==> src/rtl/comp_iter_pkg.sv <==
// Shared core constants for the iterative branch comparator: branch funct3 codes,
// default operand/opcode widths and the branch-resolution helper.
package comp_iter_pkg;

  localparam int XLEN_DEF  = 32;
  localparam int OPLEN_DEF = 8;

  localparam logic [2:0] FUNCT3_BEQ  = 3'b000;
  localparam logic [2:0] FUNCT3_BNE  = 3'b001;
  localparam logic [2:0] FUNCT3_JMP  = 3'b010;
  localparam logic [2:0] FUNCT3_ILL  = 3'b011;
  localparam logic [2:0] FUNCT3_BLT  = 3'b100;
  localparam logic [2:0] FUNCT3_BGE  = 3'b101;
  localparam logic [2:0] FUNCT3_BLTU = 3'b110;
  localparam logic [2:0] FUNCT3_BGEU = 3'b111;

  // Final taken/not-taken decision once the whole-operand relations are known.
  function automatic logic branch_taken(input logic [2:0] f3,
                                        input logic       eq_all,
                                        input logic       lt_s,
                                        input logic       lt_u);
    logic taken;
    taken = 1'b0;
    case (f3)
      FUNCT3_BEQ:  taken = eq_all;
      FUNCT3_BNE:  taken = !eq_all;
      FUNCT3_JMP:  taken = 1'b1;
      FUNCT3_ILL:  taken = 1'b0;
      FUNCT3_BLT:  taken = lt_s;
      FUNCT3_BGE:  taken = !lt_s;
      FUNCT3_BLTU: taken = lt_u;
      FUNCT3_BGEU: taken = !lt_u;
      default:     taken = 1'b0;
    endcase
    return taken;
  endfunction

endpackage

==> src/rtl/comp_iter_chunk.sv <==
// Combinational compare of one CHUNK-bit slice: equality, unsigned and signed less-than.
module comp_chunk #(
  parameter int CHUNK = 8
) (
  input  logic [CHUNK-1:0] a,
  input  logic [CHUNK-1:0] b,
  output logic             eq,
  output logic             lt_u,
  output logic             lt_s
);

  logic signed [CHUNK-1:0] a_s;
  logic signed [CHUNK-1:0] b_s;

  assign a_s  = a;
  assign b_s  = b;
  assign eq   = (a == b);
  assign lt_u = (a < b);
  assign lt_s = (a_s < b_s);

endmodule

==> src/rtl/comp_iter.sv <==
// Iterative branch comparator: walks the operands one chunk per cycle, MSB chunk
// first, and stops on the first differing chunk.
module comp_iter
  import comp_iter_pkg::*;
#(
  parameter int XLEN  = XLEN_DEF,
  parameter int CHUNK = 8,
  parameter int OPLEN = OPLEN_DEF
) (
  input  logic             clk,
  input  logic             rst_n,
  input  logic             start,
  input  logic             flush,
  input  logic [XLEN-1:0]  rs1data_de,
  input  logic [XLEN-1:0]  rs2data_de,
  input  logic [OPLEN-1:0] decoded_op_de,
  output logic             ready,
  output logic             done,
  output logic             jump_state,
  output logic             illegal_op
);

  localparam int NCHUNK = XLEN / CHUNK;
  localparam int KW     = (NCHUNK > 1) ? $clog2(NCHUNK) : 1;
  localparam logic [KW-1:0] K_TOP = KW'(NCHUNK - 1);

  typedef enum logic [1:0] {
    S_IDLE = 2'b00,
    S_RUN  = 2'b01,
    S_DONE = 2'b10
  } state_t;

  state_t          state;
  state_t          state_nx;
  logic [XLEN-1:0] rs1_q;
  logic [XLEN-1:0] rs2_q;
  logic [2:0]      funct3_q;
  logic [KW-1:0]   k;
  logic [KW-1:0]   k_nx;
  logic            jump_nx;
  logic            illegal_nx;

  logic [CHUNK-1:0] chunk_a;
  logic [CHUNK-1:0] chunk_b;
  logic             c_eq;
  logic             c_lt_u;
  logic             c_lt_s;
  logic             lt_sel;
  logic             single_cycle;
  logic             run_exit;
  logic             accept;

  assign ready  = (state == S_IDLE);
  assign done   = (state == S_DONE);
  assign accept = start && ready && !flush;

  // Only the sign-carrying top chunk is compared signed.
  assign chunk_a = CHUNK'(rs1_q >> (int'(k) * CHUNK));
  assign chunk_b = CHUNK'(rs2_q >> (int'(k) * CHUNK));
  assign lt_sel  = (k == K_TOP) ? c_lt_s : c_lt_u;

  comp_chunk #(.CHUNK(CHUNK)) u_chunk (
    .a    (chunk_a),
    .b    (chunk_b),
    .eq   (c_eq),
    .lt_u (c_lt_u),
    .lt_s (c_lt_s)
  );

  assign single_cycle = (funct3_q == FUNCT3_JMP) || (funct3_q == FUNCT3_ILL);
  assign run_exit     = single_cycle || !c_eq || (k == '0);

  always_comb begin
    state_nx   = state;
    k_nx       = k;
    jump_nx    = jump_state;
    illegal_nx = illegal_op;
    unique case (state)
      S_IDLE: begin
        if (accept) begin
          state_nx = S_RUN;
          k_nx     = K_TOP;
        end
      end
      S_RUN: begin
        if (run_exit) begin
          state_nx   = S_DONE;
          // An all-equal walk leaves c_eq high, which forces both lt terms low.
          jump_nx    = branch_taken(funct3_q, c_eq, !c_eq && lt_sel, !c_eq && c_lt_u);
          illegal_nx = (funct3_q == FUNCT3_ILL);
        end else begin
          k_nx = k - 1'b1;
        end
      end
      S_DONE:  state_nx = S_IDLE;
      default: state_nx = S_IDLE;
    endcase
    if (flush) begin
      state_nx   = S_IDLE;
      jump_nx    = jump_state;
      illegal_nx = illegal_op;
    end
  end

  always_ff @(posedge clk or negedge rst_n) begin
    if (!rst_n) begin
      state      <= S_IDLE;
      k          <= '0;
      jump_state <= 1'b0;
      illegal_op <= 1'b0;
    end else begin
      state      <= state_nx;
      k          <= k_nx;
      jump_state <= jump_nx;
      illegal_op <= illegal_nx;
    end
  end

  // Operands are frozen at acceptance; later input changes are ignored.
  always_ff @(posedge clk or negedge rst_n) begin
    if (!rst_n) begin
      rs1_q    <= '0;
      rs2_q    <= '0;
      funct3_q <= '0;
    end else if (accept) begin
      rs1_q    <= rs1data_de;
      rs2_q    <= rs2data_de;
      funct3_q <= decoded_op_de[6:4];
    end
  end

endmodule

==> config.mk <==
export PLATFORM = sky130hd
export DESIGN_NAME = comp_iter
export DESIGN_NICKNAME = d
export VERILOG_FILES = /design/src/rtl/comp_iter_pkg.sv /design/src/rtl/comp_iter_chunk.sv /design/src/rtl/comp_iter.sv
export SDC_FILE = /design/constraint.sdc
export NUM_CORES = 1
export LEC_CHECK = 0
export BUFFER_PORTS_ARGS = -buffer_cell sky130_fd_sc_hd__buf_4
export CORE_MARGIN = 2
export CORE_UTILIZATION = 45
export CTS_CLUSTER_DIAMETER = 100
export DETAILED_ROUTE_END_ITERATION = 12
export PLACE_DENSITY = 0.67
export SETUP_SLACK_MARGIN = 0.3
export SYNTH_ARGS = -nofsm -noshare
export SYNTH_HDL_FRONTEND = slang
export SYNTH_HIERARCHICAL = 1
export SYNTH_SLANG_ARGS = --single-unit
==> constraint.sdc <==
create_clock -name clk -period 3.7 [get_ports clk]
set_input_delay 0.185 -clock clk [delete_from_list [all_inputs] [get_ports clk]]
set_output_delay 0.185 -clock clk [all_outputs]
set_load 0.1 [all_outputs]
==> results summary, run 1 <==
The average via count per standard cell is 5.18. The residual antenna-violating net count after detailed routing came out at 0. The die area is 0.00837 mm2. The clock network fraction of design power is 27.8%. The tightest hold path in the finished design has a slack of -31.6 ps. In the final layout, the share of cells above drive strength 1 is 35.1%.

The largest net degree at the start of global routing is 74. The sequential power share is 47.5%. The most used flip-flop cell after synthesis is sky130_fd_sc_hd__dfrtp_1.

After synthesis, the most frequently instantiated cells are 73 x sky130_fd_sc_hd__dfrtp_1, 67 x sky130_fd_sc_hd__mux2_1, 16 x sky130_fd_sc_hd__mux4_2, 12 x sky130_fd_sc_hd__inv_1, 10 x sky130_fd_sc_hd__ha_1. The via count of the first global-routing pass is 2262. The part of the Yosys area used for sequential elements came out at 53.0%.

After detailed routing, the total wire length is 6.32 mm. The cell count after synthesis came out at 233. Setup repair after global routing left no endpoint under its margin. Summed over all nets, the half-perimeter wirelength after detailed placement is 4.35 mm. After synthesis, the mean cell area works out to 14.8 um2. The number of hold violations in the final report came out at 38. The required arrival time at the worst endpoint is 3980 ps. The net count of the finished layout is 397. TritonCTS built the clock tree. The flow ran to the end, but the final reports show violations. The cts-stage hold buffer count is 0. The reported max-cap violation count came out at 0. Yosys mapped a number of flops with a built-in enable equal to 0.

The count of fill cells added during filler insertion is 613. In this run the power density over the cells is 510 mW/mm2. The slew at the pin closest to its max-slew limit came out at 918 ps.

STA classifies the critical path endpoint as a register. The biggest area contributor in the post-synthesis netlist is sky130_fd_sc_hd__dfrtp_1. The power spent charging and discharging nets came out at 0.617 mW. For the worst-skew pair, the clock arrives at the later sink with an insertion delay of 340 ps.

The depth of the worst register-to-register path is 10. Between clock sinks in the finished design, the worst skew comes to 5.73 ps. The global-route wire length before repair came out at 10.8 mm. The minimum period implied by the final worst setup slack came out at 3000 ps.

Among all cell types in the netlist, the one instantiated most often is sky130_fd_sc_hd__dfrtp_1. The total global routing track utilization came out at 16.8%. The final-report max-slew violation count came out at 0. Combinational cells account for 24.8% of the total power. The number of DRC markers after the initial detailed-route iteration came out at 94. The power after layout came out at 2.19 mW. During synthesis, Yosys emitted a total of 6 warnings. In this run the cell area of the synthesized design comes to 0.00344 mm2. The data arrival time at the worst-slack endpoint is 3280 ps. The worst hold path belongs to the class input port to async pin.

The number of clock sinks came out at 73. The chip width is 91.5 um. The initial standard-cell utilization of the core came out at 47.0%. The highest fanout seen on the critical path is 19. Gates resized during post-CTS repair numbered 0. The share of synthesized registers carrying an async set or reset is 100%. The H-tree was split into 3 levels.

The tree is rooted in a sky130_fd_sc_hd__clkbuf_8. The first-pass iteration count of the detailed router is 4. The number of I/O port buffers came out at 74. Routability-driven placement finished with a final weighted congestion of 0.791. The net count after synthesis came out at 319. The checks that failed: hold timing. The number of unique standard cell types used by synthesis came out at 30.

Adding up every negative setup slack in the final design gives 0 ps. Setup violations remaining at the end of the flow were counted as 0. The top-level port count is 80. The die extent in y came out at 91.5 um. In this run the tightest slew margin relative to its limit is 38.8%. The worst-case IR drop observed on VDD is 0.296 mV. The post-route fraction of the period consumed by the critical path is 81.2%. The synthesized flop and latch total came out at 73. The area of the core came out at 0.00733 mm2. Of the total power, the share spent switching nets is 28.1%. The highest achievable clock rate is 333 MHz. The total inserted antenna cells is 0. The fraction of synthesized cell area taken by the top area cell type is 53.0%. The total CTS buffers came out at 9. The type of origin of the critical path is a register.

In this run the static leakage power is 1.99 nW. The clock-pin slew reported for the worst setup and hold paths after clock tree synthesis came out at 80 ps. In this run the post-CTS setup repair buffer count came out at 0. In the routed design, unresolved DRC markers number 0.

The number of antenna violations at the first check in global routing came to 0. The average wire per cell in the routed design is 15.2 um. The area overhead of the layout relative to synthesis came out at 24.8%. The total number of placement rows is 31. No sink is reached through more buffers than the 2 on the longest clock path. Internal power comes to 1.58 mW. The remaining global-route overflow is 0.

The via count came out at 2149. By area the synthesized netlist is led by sky130_fd_sc_hd__dfrtp_1 53%, sky130_fd_sc_hd__mux2_1 22%, sky130_fd_sc_hd__mux4_2 10%. The critical path class is register to register.
[metrics by stage]
step	instance area, um2	hold slack (ps)	worst slack [ps]	instances	util (%)
after global routing	4300	38.5	427	415	58.6
final	4300	-31.6	697	415	58.6
after detailed placement	4110	387	687	399	56.1
after global placement	4110	380	727	399	56.1
after floorplan	3440	-111	693	233	-
after CTS	4300	5.40	672	415	58.6
[layout by cell type, fill, tap and decap left out, types with 3 or more instances in the layout]
| cell type | count |
|---|---|
| sky130_fd_sc_hd__mux2_1 | 67 |
| sky130_fd_sc_hd__nor2b_1 | 4 |
| sky130_fd_sc_hd__inv_1 | 12 |
| sky130_fd_sc_hd__mux4_2 | 16 |
| sky130_fd_sc_hd__dfrtp_1 | 73 |
| sky130_fd_sc_hd__clkbuf_8 | 10 |
| sky130_fd_sc_hd__ha_1 | 10 |
| sky130_fd_sc_hd__buf_4 | 78 |
| sky130_fd_sc_hd__nand2_1 | 5 |
| sky130_fd_sc_hd__clkbuf_1 | 3 |
| sky130_fd_sc_hd__a21oi_1 | 5 |
| sky130_fd_sc_hd__nor2_1 | 7 |
[state kept, by name, indices dropped and copies added, names as in the netlist]
signal      count
funct3_q        3
illegal_op      1
jump_state      1
k               2
rs1_q          32
rs2_q          32
state           2
[power by group through the flow]
stage,sequential [mW],combinational (mW),clock (mW)
5_1_grt,1.07,0.603,0.668
3_5_place_dp,1.06,0.550,0
4_1_cts,1.04,0.551,0.628
6_report,1.04,0.543,0.609
2_1_floorplan,1.08,0.348,0
3_3_place_gp,1.05,0.537,0
[layout make-up]
class | count | area, um2 | share of cell area, %
Clock buffer | 13 | 149 | 3.46
Clock inverter | 3 | 40.0 | 0.931
Inverter | 12 | 45.0 | 1.05
Multi-Input combinational cell | 137 | 1530 | 35.6
Sequential cell | 73 | 1830 | 42.5
Tap cell | 99 | 124 | 2.88
Timing Repair Buffer | 78 | 586 | 13.6
[layer usage]
layer  vias up  GRT usage, %  part of all wire [%]
li1       1005             -                     -
met1      1085          22.0                    43
met2        46          26.8                    52
met3        13          3.40                   3.6
met4         0          7.95                   2.0
met5         -             0                     0
[path summary, 6_finish.rpt]
kind                                      from    endpoint  slack (ps)
worst max-delay path                      k[0]  jump_state         700
worst min-delay path                     rst_n   rs1_q[15]         -30
worst max register to register            k[0]  jump_state         700
worst min register to register      jump_state  jump_state         480
max in group asynchronous                rst_n   rs2_q[24]        3130
min in group clk                rs1data_de[21]   rs1_q[21]          50
[critical path, cell delays in order (launching register included)]
cell,delay (ps)
sky130_fd_sc_hd__dfrtp_1,330
sky130_fd_sc_hd__buf_4,330
sky130_fd_sc_hd__mux4_2,560
sky130_fd_sc_hd__ha_1,350
sky130_fd_sc_hd__and2b_1,230
sky130_fd_sc_hd__nor2_1,50
sky130_fd_sc_hd__a311oi_1,280
sky130_fd_sc_hd__nand4bb_1,160
sky130_fd_sc_hd__o21ai_0,100
sky130_fd_sc_hd__or4_1,470
sky130_fd_sc_hd__nand3_1,90
[cells by family (layout without fill, tap and decap cells)]
logic type	after synthesis	count (layout)	synth area share (%)
compound gates	16	16	3.09
simple gates	28	28	5.05
flops	73	73	53.0
mux	83	83	32.4
buf+inv	23	106	2.83
fa+ha+maj	10	10	3.63
Note: power is estimated with default switching activity, not from simulation.
==> run 2: changes to the inputs <==
- ABC_AREA: default -> 1
- PLACE_DENSITY: 0.67 -> 0.66
- clock period: 3.7 -> 2.94 ns (I/O delays scaled with it)
==> run 2 against run 1 <==
Net effect: the run now ends clean; critical path type unchanged; clock-buffer cell count fell by 4; total power rose by 50%; die area rose by 3.0%; design area rose by 17%; hold slack improved by 42 ps; critical path depth rose by 8.
==> results summary, run 2 <==
The signal on the critical path passes through inv_2 -> buf_12 -> o21ai_0 -> o22ai_1 -> inv_1 -> ha_4 -> nand2_1 -> inv_1 -> nand3_1 -> nor3_2 -> inv_2 -> buf_4 -> nand3_1 -> nand2_1 -> a21oi_2 -> nand2_1 -> nand2_1 -> nand2_1. The total number of placement rows is 32 (+3.2%). The net count reported at finish came out at 558 (+41%).

The static leakage came out at 2.35 nW (+18%). The clock tree buffer depth is 2 (unchanged). The path category of the worst min-delay check is input port to register. The total inserted antenna cells was 0 (unchanged). The level count of the clock H-tree came to 3 (unchanged).

The setup TNS after final layout is 0 ps (unchanged). The total CTS buffers is 9 (unchanged). The largest net degree at the start of global routing is 74 (unchanged).

The number of buffers and inverters on the critical path is 6 (+5). The share of synthesized registers carrying an async set or reset came out at 100% (unchanged). The average via count per standard cell is 5.04 (-2.7%). The commonest cells after synthesis are 73 x sky130_fd_sc_hd__dfrtp_1, 61 x sky130_fd_sc_hd__mux2_1, 43 x sky130_fd_sc_hd__nor2_1, 37 x sky130_fd_sc_hd__o21ai_0. The final routed wirelength across all metal layers came out at 8.27 mm (+31%). The cell count after synthesis is 341 (+46%).

The initial standard-cell utilization of the core came out at 46.2% (-0.78 points). The average wire per cell in the routed design is 14.3 um (-6.1%). The via count of the first global-routing pass came out at 2845 (+26%). The fraction of synthesized cell area taken by the top area cell type is 51.4% (-1.6 points). The standard cell with the maximum stage delay on the critical path is sky130_fd_sc_hd__dfrtp_1.

The cell count of the worst hold path came out at 2. By instance count, the cell type seen most on the critical path is sky130_fd_sc_hd__nand2_1. The post-route fraction of the period consumed by the critical path came out at 85.3% (+4.2 points). The depth of the worst register-to-register path came to 18 (+8). The post-synthesis area per instance came out at 10.4 um2 (-30%). The detailed-placement wirelength estimate came out at 5.20 mm (+20%).

The highest fanout seen on the critical path is 11 (-8). The buffer type at the clock tree root is sky130_fd_sc_hd__clkbuf_8. The die area came to 0.00862 mm2 (+3.0%). The residual DRC count is 0 (unchanged). The chip width came out at 92.8 um (+1.5%). The kind of cell with the highest combined delay along the critical path is simple AND/OR/NAND/NOR gates.

The number of hold violations in the final report came out at 0 (-100%). The flow ran to the end, and the final reports show no timing, DRC or antenna violations. The reported max-cap violation count is 0 (unchanged).

The residual antenna-violating net count after detailed routing is 0 (unchanged). The number of warning messages in the yosys log was 6 (unchanged). The number of I/O port buffers is 74 (unchanged).

The netlist area before placement came out at 0.00355 mm2 (+3.1%). The area overhead of the layout relative to synthesis is 41.5%. The largest stage delay on the critical path came out at 420 ps (-140 ps). The primary flip-flop cell chosen by synthesis mapping is sky130_fd_sc_hd__dfrtp_1. The type of origin of the critical path is a register. Yosys instantiated no cell more often than sky130_fd_sc_hd__dfrtp_1.

The area of the core came to 0.00769 mm2 (+4.9%). The minimum period implied by the final worst setup slack came to 2510 ps (-495 ps). The part of the Yosys area used for sequential elements was 51.4% (-1.6 points). The top-level port count is 80 (unchanged). The kind of end point of the critical path is a register. The core utilization of the finished layout came out at 65.4% (+6.7 points). The routability congestion estimate came to 0.773 (-2.2%). The die extent in y is 92.8 um (+1.5%). The share of final-layout standard cells stronger than drive strength 1 is 24.4% (-11 points). The critical path class is register to register. The clock insertion delay at the later pin of the skew report is 350 ps (about the same). The largest registers in the layout are rs1_q: 32 flops, rs2_q: 32 flops, funct3_q: 3 flops.

The top cell types in the final layout, fill and taps aside, are 79 x sky130_fd_sc_hd__buf_4, 73 x sky130_fd_sc_hd__dfrtp_1, 61 x sky130_fd_sc_hd__mux2_1, 51 x sky130_fd_sc_hd__dlygate4sd3_1, 42 x sky130_fd_sc_hd__nor2_1. The clock-pin slew reported for the worst setup and hold paths after clock tree synthesis is 80 ps (about the same). The final-report max-slew violation count is 0 (unchanged). The first-pass iteration count of the detailed router is 5 (+1).

The number of DRC markers after the initial detailed-route iteration came out at 115 (+22%). The slew at the pin closest to its max-slew limit came to 1010 ps (+88.4 ps). The maximum clock skew at final layout came out at 8.07 ps (+2.35 ps). The total power divided by cell area is 656 mW/mm2 (+29%). The synthesized flop and latch total is 73 (unchanged). The total stage count of the critical path came out at 18 (+8). The number of synthesized flops with an enable pin came out at 0 (unchanged). The number of clock sinks was 73 (unchanged).

The remaining global-route overflow is 0 (unchanged). The number of antenna violations at the first check in global routing came out at 0 (unchanged). The highest achievable clock rate came out at 399 MHz (+20%). Sorting the synthesized cells by area gives the leading types as sky130_fd_sc_hd__dfrtp_1 51%, sky130_fd_sc_hd__mux2_1 19%, sky130_fd_sc_hd__o21ai_0 5.2%. The global-route wire length before repair came to 13.3 mm (+23%). The peak ir drop on the vdd network is 0.344 mV (+16%). Setup repair after global routing could not meet its margin everywhere. The total global routing track utilization came to 19.9% (+3.1 points). The number of unique standard cell types used by synthesis is 21 (-30%). The normalized max-slew margin came out at 32.9% (-5.9 points). The total setup violations reported at the end of the flow came out at 0 (unchanged). The net count after synthesis is 427 (+34%). The TritonCTS clock tree is yes. The required arrival time at the worst endpoint is 3190 ps (-790 ps). The library cell used most frequently in the layout, excluding fill and tap cells, is sky130_fd_sc_hd__buf_4. The largest total area in the synthesized netlist belongs to sky130_fd_sc_hd__dfrtp_1. The data arrival time at the worst-slack endpoint is 2760 ps (-520 ps).

The via count is 2913 (+36%).
## run 2: changes by cell type after synthesis, moves of 6 or more
cell                      delta
sky130_fd_sc_hd__nor2_1     +36
sky130_fd_sc_hd__inv_1      +18
sky130_fd_sc_hd__mux4_2     -16
sky130_fd_sc_hd__o22ai_1    +16
sky130_fd_sc_hd__nand2_1    +25
sky130_fd_sc_hd__o21ai_0    +35
sky130_fd_sc_hd__mux2_1      -6
sky130_fd_sc_hd__nand3_1     +7
## run 2: per-layer routing
| layer | up-vias | GRT usage (%) | wire length, um |
|---|---|---|---|
| met3 | 16 | 5.45 | 354 |
| met4 | 0 | 7.84 | 191 |
| li1 | 1421 | - | - |
| met1 | 1401 | 25.6 | 3670 |
| met5 | - | 0 | 0 |
| met2 | 75 | 31.9 | 4050 |
## run 2: layout make-up
type	instances	area, um2
inverter	30	113
fill	617	2660
timing repair buffer	135	1190
clock inverter	6	68.8
multi-input combinational	223	1580
sequential	73	1830
tap	102	128
clock buffer	9	124
## run 2: cell families (layout without fill, tap and decap cells)
kind of cell / count (synthesis) / in the layout / synth area share [%]
simple gates: 87 / 87 / 10.3
flops: 73 / 73 / 51.4
mux: 64 / 64 / 20.3
compound gates: 62 / 62 / 9.48
buf+inv: 45 / 180 / 5.00
fa+ha+maj: 10 / 10 / 3.52
## run 2: worst paths after layout
check,startpoint,end,slack [ps]
worst max-delay path,k[0],jump_state,430
worst min-delay path,rs1data_de[5],rs1_q[5],10
worst max register to register,k[0],jump_state,430
worst min register to register,illegal_op,illegal_op,490
max in group asynchronous,rst_n,rs1_q[25],1880
min in group asynchronous,rst_n,jump_state,460
## run 2: worst register-to-register path, cell delays in order, from the launching register on
cell	delay [ps]
sky130_fd_sc_hd__dfrtp_1	420
sky130_fd_sc_hd__inv_2	100
sky130_fd_sc_hd__buf_12	130
sky130_fd_sc_hd__o21ai_0	70
sky130_fd_sc_hd__o22ai_1	170
sky130_fd_sc_hd__inv_1	100
sky130_fd_sc_hd__ha_4	270
sky130_fd_sc_hd__nand2_1	40
sky130_fd_sc_hd__inv_1	60
sky130_fd_sc_hd__nand3_1	80
sky130_fd_sc_hd__nor3_2	230
sky130_fd_sc_hd__inv_2	100
sky130_fd_sc_hd__buf_4	150
sky130_fd_sc_hd__nand3_1	80
sky130_fd_sc_hd__nand2_1	70
sky130_fd_sc_hd__a21oi_2	130
sky130_fd_sc_hd__nand2_1	80
sky130_fd_sc_hd__nand2_1	60
sky130_fd_sc_hd__nand2_1	40
## run 2: through the flow
stage,setup slack [ps],std cells,total power [mW],hold WS [ps],area (um2)
after floorplan,559,341,2.06,-149,3550
after global placement,329,508,2.35,339,4220
after detailed placement,378,508,2.38,345,4220
after CTS,340,569,3.23,0.687,4870
after global routing,245,578,3.53,2.78,5030
final,432,578,3.30,10.5,5030
## run 2: where the power goes
part           internal [mW]  total, mW  leakage [nW]  switching [mW]
registers               1.21       1.33         0.861           0.119
logic                  0.530       1.18          1.41           0.652
clock network          0.389      0.787        0.0840           0.398
## run 2: what timing repair did
item | 4_1_cts | 5_1_grt
resized for setup | 0 | 19
hold endpoints to repair | 118 | 5
setup buffers | 0 | 3
endpoints found under the setup margin | 0 | 6
hold buffers | 46 | 5
==> run 3: changes to the inputs <==
- RECOVER_POWER: default -> 100
==> run 3 against run 2 <==
Net effect: critical path type unchanged; highest routed layer unchanged; global-route usage unchanged; the run now ends with capacitance limit, slew limit left; maximum frequency decreased by 3.4%; sequential share of layout area increased by 0.24 points; clock skew about the same.
==> results summary, run 3 (same netlist as run 2, synthesis figures left out) <==
The chip width came to 92.8 um (unchanged). The clock tree buffer depth is 2 (unchanged). The reported max-cap violation count is 1 (+1). Setup repair after global routing could not meet its margin everywhere. The largest registers in the layout are rs1_q: 32 flops, rs2_q: 32 flops, funct3_q: 3 flops. The post-placement worst setup slack is 378 ps (unchanged). The checks that failed: capacitance limit, slew limit.

The clock network fraction of design power is 24.1% (+0.2 points). The number of DRC markers after the initial detailed-route iteration came out at 121 (+5.2%). The remaining global-route overflow came to 0 (unchanged).

The highest achievable clock rate is 385 MHz (-3.4%). The top-level port count came out at 80 (unchanged). The clock insertion delay at the later pin of the skew report came out at 350 ps (about the same). The tightest min-delay check is of the input port to register type.

The routability congestion estimate is 0.773 (unchanged). The global-route wire length before repair is 13.3 mm (unchanged). The required arrival time at the worst endpoint is 3190 ps (about the same). The run finished, with violations left.

The largest net degree at the start of global routing came out at 74 (unchanged). The highest fanout seen on the critical path came out at 11 (unchanged). The library cell used most frequently in the layout, excluding fill and tap cells, is sky130_fd_sc_hd__buf_4. The via count of the first global-routing pass came out at 2845 (unchanged). The level count of the clock H-tree is 3 (unchanged). The number of I/O port buffers is 74 (unchanged).

The instance count after placement with tap cells included came out at 508 (unchanged). The number of hold violations in the final report was 0 (unchanged). The average via count per standard cell is 4.98 (-1.2%).

The area of the core came out at 0.00769 mm2 (unchanged). The detailed-placement wirelength estimate came to 5.20 mm (unchanged). The slew at the pin closest to its max-slew limit is 1790 ps (+781 ps). The average wire per cell in the routed design was 14.2 um (-0.57%). In the layout the commonest cells are 74 x sky130_fd_sc_hd__buf_4, 73 x sky130_fd_sc_hd__dfrtp_1, 61 x sky130_fd_sc_hd__mux2_1, 51 x sky130_fd_sc_hd__dlygate4sd3_1, 44 x sky130_fd_sc_hd__nor2_1.

The post-route fraction of the period consumed by the critical path is 88.3% (+3.0 points). The data arrival time at the worst-slack endpoint came out at 2850 ps (+90 ps). The minimum period implied by the final worst setup slack came out at 2600 ps (+89.5 ps). The sequential power share is 40.5% (+0.2 points). The number of clock sinks came out at 73 (unchanged). The first-pass iteration count of the detailed router is 4 (-1). The setup TNS after final layout is 0 ps (unchanged). The fraction of power spent switching nets came out at 35.4% (-0.10 points). The number of antenna violations at the first check in global routing is 0 (unchanged). The normalized max-slew margin is -19.2% (-52 points). The cell sitting at the root of the clock tree is a sky130_fd_sc_hd__clkbuf_8. The worst setup path is captured at a register. The power after layout is 3.27 mW (-0.68%). The maximum clock skew at final layout came out at 8.11 ps (+0.0374 ps). The total global routing track utilization is 19.9% (unchanged). The die area came out at 0.00862 mm2 (unchanged). The net count reported at finish came to 558 (unchanged). The die extent in y came out at 92.8 um (unchanged).

The initial standard-cell utilization of the core came to 46.2% (unchanged). The total CTS buffers is 9 (unchanged). The residual DRC count came out at 0 (unchanged). The share of final-layout standard cells stronger than drive strength 1 is 22.9% (-1.5 points). The total inserted antenna cells came out at 0 (unchanged). The via count came out at 2877 (-1.2%). The total setup violations reported at the end of the flow was 0 (unchanged).

The final worst slack is 343 ps (-89.5 ps). The critical path class is register to register. The final-report max-slew violation count is 74 (+74). The peak ir drop on the vdd network came to 0.344 mV (about the same).

The static leakage came out at 2.34 nW (-0.77%). The final routed wirelength across all metal layers was 8.23 mm (-0.57%). The total power divided by cell area is 656 mW/mm2 (about the same). The area overhead of the layout relative to synthesis came out at 40.6%.

The clock-pin slew reported for the worst setup and hold paths after clock tree synthesis is 80 ps (about the same). The power spent charging and discharging nets is 1.16 mW (-0.96%). The combinational fraction of design power came to 35.4% (-0.5 points). The total number of placement rows came out at 32 (unchanged). TritonCTS built the clock tree.

The cell internal power dissipation is 2.12 mW (-0.53%). The residual antenna-violating net count after detailed routing was 0 (unchanged). The final cell count without fillers is 578 (unchanged). The type of origin of the critical path is a register.
==> run 3: changes by cell type in the layout (fill, tap and decap cells not counted), sizes merged <==
cell / change
clkbuf: +5
buf: -5
==> run 3: timing repair <==
| item | in CTS | in global routing |
|---|---|---|
| hold buffers | 46 | 5 |
| gates resized for setup | 0 | 19 |
| endpoints found under the hold margin | 118 | 5 |
| setup endpoints to repair | 0 | 6 |
| setup buffers | 0 | 3 |
==> run 3: worst max-delay path, stage by stage, from the launching register on <==
cell and delay [ps]:
sky130_fd_sc_hd__dfrtp_1 420, sky130_fd_sc_hd__inv_2 100, sky130_fd_sc_hd__buf_12 130, sky130_fd_sc_hd__o21ai_0 70, sky130_fd_sc_hd__o22ai_1 170, sky130_fd_sc_hd__inv_1 100
sky130_fd_sc_hd__ha_4 270, sky130_fd_sc_hd__nand2_1 40, sky130_fd_sc_hd__inv_1 60, sky130_fd_sc_hd__nand3_1 80, sky130_fd_sc_hd__nor3_1 310, sky130_fd_sc_hd__inv_2 120
sky130_fd_sc_hd__buf_4 150, sky130_fd_sc_hd__nand3_1 80, sky130_fd_sc_hd__nand2_1 70, sky130_fd_sc_hd__a21oi_2 130, sky130_fd_sc_hd__nand2_1 70, sky130_fd_sc_hd__nand2_1 50
sky130_fd_sc_hd__nand2_1 40
==> run 3: power groups by stage <==
stage          registers, mW  clock network (mW)  logic, mW
6_report                1.33               0.787       1.16
5_1_grt                 1.35               0.854       1.30
4_1_cts                 1.32               0.809       1.09
3_5_place_dp            1.34                   0       1.04
3_3_place_gp            1.34                   0       1.01
2_1_floorplan           1.37                   0      0.685
==> run 3: final timing paths <==
kind | to | slack [ps] | cells after the start | start
hold / removal | rs1_q[5] | 10 | 2 | rs1data_de[5]
setup reg to reg | jump_state | 340 | 18 | k[0]
hold reg to reg | rs2_q[12] | 490 | 1 | rs2_q[12]
setup / recovery | jump_state | 340 | 18 | k[0]
min in group asynchronous | jump_state | 800 | 2 | rst_n
max in group asynchronous | rs1_q[27] | 1070 | 2 | rst_n
==> run 3: stage by stage <==
step / hold WS [ps] / utilization, % / area (um2)
finish: 10.1 / 65.0 / 4990
global placement: 339 / 54.8 / 4220
CTS: 0.687 / 63.3 / 4870
global route: 2.78 / 65.0 / 4990
detailed placement: 345 / 54.8 / 4220
floorplan: -149 / - / 3550
==> run 3: layout make-up <==
type                            instances  area [um2]
Clock buffer                            9         124
Clock inverter                          6        68.8
Fill cell                             621        2690
Inverter                               30         113
Multi-Input combinational cell        223        1570
Sequential cell                        73        1830
Tap cell                              102         128
Timing Repair Buffer                  135        1170
==> run 3: layer usage <==
metal	routed length [um]	vias up	global-route usage, %
met5	0	-	0
met4	204	0	7.84
met1	3670	1385	25.6
li1	-	1420	-
met3	316	16	5.45
met2	4030	56	31.9
